`config.mk`:
```
export PLATFORM = sky130hd
export DESIGN_NAME = rd_burst_ctrl
export DESIGN_NICKNAME = d
export VERILOG_FILES = /design/src/rtl/rd_burst_pkg.sv /design/src/rtl/rd_burst_cnt.sv /design/src/rtl/rd_burst_ctrl.sv
export SDC_FILE = /design/constraint.sdc
export NUM_CORES = 1
export LEC_CHECK = 0
export BUFFER_PORTS_ARGS = -buffer_cell sky130_fd_sc_hd__buf_2
export CORE_UTILIZATION = 28
export CTS_BUF_LIST = sky130_fd_sc_hd__clkbuf_4
export DETAILED_ROUTE_END_ITERATION = 10
export SLEW_MARGIN = 10
export SYNTH_ARGS = -nofsm -noshare
export SYNTH_HDL_FRONTEND = slang
export SYNTH_HIERARCHICAL = 1
export SYNTH_SLANG_ARGS = --single-unit
```
`constraint.sdc`:
```
create_clock -name clk -period 3.06 [get_ports clk]
set_input_delay 0 -clock clk [delete_from_list [all_inputs] [get_ports clk]]
set_output_delay 0 -clock clk [all_outputs]
set_load 0.01 [all_outputs]
```
`src/rtl/rd_burst_pkg.sv`:
```
// Shared definitions for the burst read controller: FSM state encoding and
// the retry-counter width helper.
package rd_burst_pkg;

  typedef enum logic [2:0] {
    IDLE = 3'd0,
    READ = 3'd1,
    DLY  = 3'd2,
    DONE = 3'd3,
    ERR  = 3'd4
  } state_e;

  // Width needed to hold a retry count up to and including max_retry.
  function automatic int retry_width(input int max_retry);
    return $clog2(max_retry + 1);
  endfunction

endpackage

```
`src/rtl/rd_burst_cnt.sv`:
```
// Loadable down-counter with a zero flag; saturates at zero when decremented.
module rd_burst_cnt #(
  parameter int W = 4
) (
  input  logic         clk,
  input  logic         rst_n,
  input  logic         load,
  input  logic [W-1:0] load_val,
  input  logic         dec,
  output logic         zero
);

  logic [W-1:0] cnt_q, cnt_d;

  always_comb begin
    cnt_d = cnt_q;
    if (load) begin
      cnt_d = load_val;
    end else if (dec && (cnt_q != '0)) begin
      cnt_d = cnt_q - 1'b1;
    end
  end

  always_ff @(posedge clk or negedge rst_n) begin
    if (!rst_n) begin
      cnt_q <= '0;
    end else begin
      cnt_q <= cnt_d;
    end
  end

  assign zero = (cnt_q == '0);

endmodule

```
`src/rtl/rd_burst_ctrl.sv`:
```
// Burst read sequencer: issues burst_len+1 reads from a latched start address,
// with a per-beat delay, wait-state re-issue and a retry-exhausted error exit.
module rd_burst_ctrl
  import rd_burst_pkg::*;
#(
  parameter int ADDR_W    = 8,
  parameter int BURST_W   = 4,
  parameter int WAIT_W    = 3,
  parameter int MAX_RETRY = 3
) (
  input  logic              clk,
  input  logic              rst_n,
  input  logic              go,
  input  logic [ADDR_W-1:0] start_addr,
  input  logic [BURST_W-1:0] burst_len,
  input  logic [WAIT_W-1:0] wait_cyc,
  input  logic              ws,
  output logic              rd,
  output logic [ADDR_W-1:0] addr,
  output logic              dv,
  output logic              ds,
  output logic              err,
  output logic              busy
);

  localparam int RETRY_W = retry_width(MAX_RETRY);
  localparam logic [RETRY_W-1:0] RETRY_LAST = RETRY_W'(MAX_RETRY - 1);

  state_e              state_q, state_d;
  logic                rd_q, rd_d;
  logic                dv_q, dv_d;
  logic                ds_q, ds_d;
  logic                err_q, err_d;
  logic                busy_q, busy_d;
  logic [ADDR_W-1:0]   addr_q, addr_d;
  logic [WAIT_W-1:0]   wait_q, wait_d;
  logic [RETRY_W-1:0]  retry_q, retry_d;

  logic dly_load, dly_dec, dly_zero;
  logic beats_load, beats_dec, beats_zero;

  rd_burst_cnt #(.W(WAIT_W)) u_dly_cnt (
    .clk      (clk),
    .rst_n    (rst_n),
    .load     (dly_load),
    .load_val (wait_q),
    .dec      (dly_dec),
    .zero     (dly_zero)
  );

  rd_burst_cnt #(.W(BURST_W)) u_beats_cnt (
    .clk      (clk),
    .rst_n    (rst_n),
    .load     (beats_load),
    .load_val (burst_len),
    .dec      (beats_dec),
    .zero     (beats_zero)
  );

  // Outputs are decoded from the next state so they appear with the state.
  always_comb begin
    state_d    = state_q;
    rd_d       = 1'b0;
    dv_d       = 1'b0;
    ds_d       = 1'b0;
    err_d      = 1'b0;
    busy_d     = 1'b0;
    addr_d     = addr_q;
    wait_d     = wait_q;
    retry_d    = retry_q;
    dly_load   = 1'b0;
    dly_dec    = 1'b0;
    beats_load = 1'b0;
    beats_dec  = 1'b0;

    case (state_q)
      IDLE: begin
        if (go) begin
          state_d    = READ;
          addr_d     = start_addr;
          wait_d     = wait_cyc;
          retry_d    = '0;
          beats_load = 1'b1;
          rd_d       = 1'b1;
          busy_d     = 1'b1;
        end
      end

      READ: begin
        dly_load = 1'b1;
        state_d  = DLY;
        rd_d     = 1'b1;
        busy_d   = 1'b1;
      end

      DLY: begin
        rd_d   = 1'b1;
        busy_d = 1'b1;
        if (!dly_zero) begin
          dly_dec = 1'b1;
        end else if (ws) begin
          if (retry_q == RETRY_LAST) begin
            state_d = ERR;
            rd_d    = 1'b0;
            err_d   = 1'b1;
          end else begin
            state_d = READ;
            retry_d = retry_q + 1'b1;
          end
        end else begin
          dv_d    = 1'b1;
          retry_d = '0;
          if (beats_zero) begin
            state_d = DONE;
            rd_d    = 1'b0;
            ds_d    = 1'b1;
          end else begin
            state_d   = READ;
            beats_dec = 1'b1;
            addr_d    = addr_q + 1'b1;
          end
        end
      end

      DONE: state_d = IDLE;

      ERR: state_d = IDLE;

      default: state_d = IDLE;
    endcase
  end

  always_ff @(posedge clk or negedge rst_n) begin
    if (!rst_n) begin
      state_q <= IDLE;
      rd_q    <= 1'b0;
      dv_q    <= 1'b0;
      ds_q    <= 1'b0;
      err_q   <= 1'b0;
      busy_q  <= 1'b0;
      addr_q  <= '0;
      wait_q  <= '0;
      retry_q <= '0;
    end else begin
      state_q <= state_d;
      rd_q    <= rd_d;
      dv_q    <= dv_d;
      ds_q    <= ds_d;
      err_q   <= err_d;
      busy_q  <= busy_d;
      addr_q  <= addr_d;
      wait_q  <= wait_d;
      retry_q <= retry_d;
    end
  end

  assign rd   = rd_q;
  assign addr = addr_q;
  assign dv   = dv_q;
  assign ds   = ds_q;
  assign err  = err_q;
  assign busy = busy_q;

endmodule
```
# Yosys cells after proc, flatten, opt, wreduce, memory -nomap -nowiden
# Index checks and enable logic that the tools add are counted.
# Widths: inputs -> output; s select.
# classes
add_sub_neg	4
n_eq_ne	8
n_mux	45
reduce_logical	15
# ops
operator	count
$mux 8	4
$mux 1	23
$mux 3	6
$pmux 8 s2	1
$mux 2	5
$pmux 3 s3	1
$add 8x1->8 const B	1
$mux 4	2
$ne 2x2->1 const B	4
$logic_not 3->1	2
$reduce_bool 2->1	3
$reduce_and 5->1	1
$logic_not 4->1	1
$pmux 2 s2	1
$reduce_and 2->1	2
$reduce_and 4->1	1
$reduce_bool 4->1	1
$sub 4x1->4 const B	1
$eq 3x1->1 const B	1
$eq 3x2->1 const B	1
$ne 3x3->1 const B	1
$pmux 1 s3	1
$reduce_bool 3->1	1
$sub 3x1->3 const B	1
5 further kinds	6
# totals
reg_bits	28
input_bits	19
output_inout_bits	13

# Longest topological paths before layout
# logic_depth
word_depth	8
depth_mapped	9
depth_no_buf	8

# Modules after synthesis
# The synthesis kept the hierarchy.
# by_module_without_submodules
mod	n_inst	cells_per_inst	area_per_inst_um2
rd_burst_ctrl	1	108	1009.7
rd_burst_cnt at u_beats_cnt	1	27	270.3
rd_burst_cnt at u_dly_cnt	1	19	190.2

# Worst setup path after synthesis
# Ideal clock, no wire load.
# synth_timing
path_kind	register to register
startpoint	register u_dly_cnt.cnt_q[0]
endpoint	register u_beats_cnt.cnt_q[1]
setup_ps	80
t_arrival_ps	1964
required_time_ps	2980
setup_slack_ps	1016
path_stages_with_launch	10
path_cell_list	dfrtp_1 > inv_1 > ha_1 > ha_1 > nand4bb_1 > clkbuf_1 > nor3_1 > inv_1 > or4_1 > o211ai_2
# synth_between
elab_chain_len	5
# synth_rtl
element	line	rtl
from (decl)	rd_burst_cnt.sv:13	logic [W-1:0] cnt_q, cnt_d;
from (signal assigned)	rd_burst_cnt.sv:28	cnt_q <= cnt_d;
$logic_not 3->1	rd_burst_cnt.sv:32	assign zero = (cnt_q == '0);
net dly_zero	rd_burst_ctrl.sv:39	logic dly_load, dly_dec, dly_zero;
$mux 1	rd_burst_ctrl.sv:99	if (!dly_zero) begin
$mux 1	rd_burst_ctrl.sv:76	case (state_q)
net beats_dec	rd_burst_ctrl.sv:40	logic beats_load, beats_dec, beats_zero;
$logic_and 1x1->1	rd_burst_cnt.sv:19	end else if (dec && (cnt_q != '0)) begin
$reduce_bool 2->1 (no source line)	--	
to (signal assigned)	rd_burst_cnt.sv:28	
to (decl)	rd_burst_cnt.sv:13	
# The timed path passes the listed nets, and every way through them passes these cells.
# A chain may end at the register's enable or synchronous reset.

# Worst setup path in the final report
# Ends and elaborated chain as after synthesis.

==> flow_metrics.tcl <==
set metrics [dict create \
    global_route_wire_length_before_repair_um 5060 \
    clockBufferDepth 2 \
    power_frac_seq 0.395 \
    power_mw 1.64 \
    die-area_um2 5540 \
    worst_path_max_delay_cell "or4_1" \
    place_congestion 0.734 \
    cts_buffers 3 \
    postSynthRegisterBits 28 \
    kind_of_launch_point_of_the_worst_setup_path "register" \
    power_leakage_nw 0.863 \
    numPortBuffers 31 \
    worstPathArrival_ns 2.59 \
    path_class "register to register" \
    cts_max_level 1 \
    synthesized_net_count 178 \
    post-route-min-period_ns 2.32 \
    powerDensity_nw_per_um2 867 \
    hold_violations 0 \
    min-delay-path-class "primary input to register" \
    power_frac_clock 0.148 \
    setup_viol 0 \
    rr_startpoint "u_dly_cnt/cnt_q[0]" \
    syn_area_um2 1470 \
    power_switching_mw 0.656 \
    asyncSetResetFlopFracSynth 1.00 \
    power_report.internal_total_mw 0.984 \
    flow.area_growth_from_synthesis_pct 28.7 \
    cts-root-buf "clkbuf_4" \
    worst_slew_margin_rel 0.350 \
    max_cap_viol_count 0 \
    vias 1256 \
    crit_path_cell_trace "inv_1, ha_1, ha_1, nand4bb_1, nor3_1, inv_1, or4_1, o211ai_2" \
    dp.final_hpwl_um 2210 \
    viasPerCell 4.65 \
    ys_seq_area_frac 0.477 \
    grt_start_max_net_pins 29 \
    timing.final.crit_share 0.759 \
    io-pin-count 32 \
    cts_setup_buffers 0 \
    clk_pin_slew_worst_paths_ns 0.16 \
    number_of_fill_cells 551 \
    rrSetupSlack_ns 0.74 \
    result_of_the_run "completed" \
    die_w_um 74.5 \
    clkSinkCount 28 \
    antenna_violating_nets_post_route 0 \
    power_frac_comb 0.457 \
    clock.fmax_mhz 431 \
    clock_skew_ns 0.00874 \
    final_net_count 225 \
    timing.critical_path.required_ns 3.33 \
    synth.area.top_cells "dfrtp_1, nand2_1, ha_1" \
    totalNegativeSetupSlack_ns 0 \
    remaining_drc_errors 0 \
    detail_route.wirelength.met1_um 1500 \
    routed_wire_length_per_instance_um 11.4 \
    overflow 0 \
    critical_path.endpoint_type "register" \
    coreArea_um2 5070 \
    whs_endpoint "addr[2]" \
    post_synth_inst_count 154 \
    wl_met3_um 80 \
    vias_in_the_first_global_route 1144 \
    number_of_gates_resized_after_cts 0 \
    share_of_final_layout_standard_cells_stronger_than_drive_strength_1 0.230 \
    detail_route.iter0.violations 77 \
    p_sw_frac 0.400 \
    antenna_found_initial 0 \
    measured_slew_at_the_worst_slew_check_pin_ns 0.972 \
    worstHoldPathCells 3 \
    highest-signal-layer "met4" \
    drt_wl_total_um 3090 \
    proportion_of_netlist_area_held_by_the_largest_area_contributor 0.477 \
    drv_slew 0 \
    tritoncts_clock_tree "built" \
    floorplan.die.height_um 74.5 \
    worstHoldStart "start_addr[2]" \
    synthFlopType "dfrtp_1" \
    initial_core_util 0.290 \
    gr-usage-all-layers 0.120 \
    clock_insertion_delay_worst_skew_ns 0.33 \
    rows 26 \
    rsz0062_at_grt "no" \
    crit_path_max_fanout 8 \
    firstDrtPassIters 4 \
    yosys_warnings 6 \
    timing.rr.end "u_beats_cnt/cnt_q[1]" \
    routed-wl-met2_um 1470 \
    yosys.cell_types.count 45 \
    synth_area_per_cell_um2 9.55 \
    largest_stage_delay_on_the_critical_path_ns 0.49 \
    synth_edf_count 0 \
    vdd_ir_drop_max_mv 0.220 \
    antenna_cells_inserted 0 \
    synth_top_area_cell "dfrtp_1" \
    worst-r2r-cell-count 8 \
]
==> worst max-delay path: cells and delay by family, from the launching register on <==
| kind | cells | cell delay, ns |
|---|---|---|
| AND/OR/NAND/NOR | 3 | 1.15 |
| adder cells (fa/ha/maj) | 2 | 0.42 |
| flip-flops | 1 | 0.42 |
| buffers and inverters | 2 | 0.20 |
| AO/OA/AOI/OAI | 1 | 0.08 |
==> kinds of logic after synthesis <==
kind of cell,synth area share
flip-flops,0.477
AND/OR/NAND/NOR,0.244
adder cells (fa/ha/maj),0.0426
buffers and inverters,0.0545
multiplexers,0.00681
AO/OA/AOI/OAI,0.175
==> layout by cell type, fill, tap and decap left out, types with 2 or more instances in the layout <==
cell type      instances
nand2b_1               2
ha_1                   5
or3_1                  2
dfrtp_1               28
a22oi_1                2
a31oi_1                2
buf_4                  2
o311ai_1               2
o22ai_1                2
buf_2                 31
nand2_1               28
nand3_1                4
o21ai_0                9
a21oi_1                9
or4b_1                 3
dlygate4sd3_1         15
clkbuf_4               3
nor3b_1                3
inv_1                 11
nor2_1                 8
nor3_1                 3
==> cell usage after synthesis, drive strengths merged (2+ instances only) <==
cell type and instances:
a21oi 9, a22oi 2, a31oi 2, buf 3, clkbuf 3, dfrtp 28
ha 5, inv 11, nand2 28, nand2b 2, nand3 4, nor2 8
nor3 3, nor3b 4, o211ai 2, o21ai 10, o22ai 2, o311ai 2
o31ai 2, or3 2, or4b 4
==> layout make-up <==
cell class | count | area (um^2) | area share
Tap cell | 70 | 87.6 | 0.0463
Clock inverter | 1 | 30.0 | 0.0159
Inverter | 11 | 41.3 | 0.0218
Multi-Input combinational cell | 109 | 689 | 0.364
Timing Repair Buffer | 48 | 320 | 0.169
Clock buffer | 3 | 22.5 | 0.0119
Sequential cell | 28 | 701 | 0.370
==> routing by layer <==
| layer | up-vias | track usage |
|---|---|---|
| met5 | - | 0 |
| met4 | 0 | 0.0503 |
| met2 | 18 | 0.192 |
| met3 | 4 | 0.0203 |
| met1 | 590 | 0.159 |
| li1 | 644 | - |
==> state kept, by name, summed over array words and instances, names as in the netlist <==
name,cells
rd,1
addr,8
ds,1
dv,1
u_dly_cnt/cnt_q,3
retry_q,2
u_beats_cnt/cnt_q,4
err,1
busy,1
wait_q,3
state_q,3
==> worst max path at each step <==
stage	to	cells past startpoint	from	slack [ns]
3_5_place_dp	u_beats_cnt/cnt_q[1]	8	u_dly_cnt/cnt_q[0]	0.76
4_1_cts	u_beats_cnt/cnt_q[1]	8	u_dly_cnt/cnt_q[0]	0.74
2_1_floorplan	u_beats_cnt/cnt_q[1]	9	u_dly_cnt/cnt_q[0]	1.02
6_report	u_beats_cnt/cnt_q[1]	8	u_dly_cnt/cnt_q[0]	0.74
3_3_place_gp	u_beats_cnt/cnt_q[1]	8	u_dly_cnt/cnt_q[0]	0.80
5_1_grt	u_beats_cnt/cnt_q[3]	8	u_dly_cnt/cnt_q[0]	0.47
==> repair_timing <==
item,4_1_cts,5_1_grt
setup endpoints to repair,0,0
hold endpoints to repair,44,0
hold buffers,15,0
==> through the flow <==
step	area, um^2	util	setup WS, ns	std cells	hold slack, ns
final	1890	0.373	0.739	270	0.0280
after global routing	1890	0.373	0.468	270	0.00939
after CTS	1890	0.373	0.739	270	0.00845
after detailed placement	1690	0.333	0.762	251	0.0630
after global placement	1690	0.333	0.795	251	0.0686
after floorplan	1470	-	1.02	154	-0.296
==> power groups by stage <==
stage | clock, mW | combinational (mW) | sequential (mW)
6_report | 0.243 | 0.749 | 0.648
5_1_grt | 0.270 | 0.863 | 0.667
4_1_cts | 0.255 | 0.761 | 0.649
3_5_place_dp | 0 | 0.742 | 0.659
3_3_place_gp | 0 | 0.729 | 0.655
2_1_floorplan | 0 | 0.521 | 0.667
(Power assumes the default switching activity.)
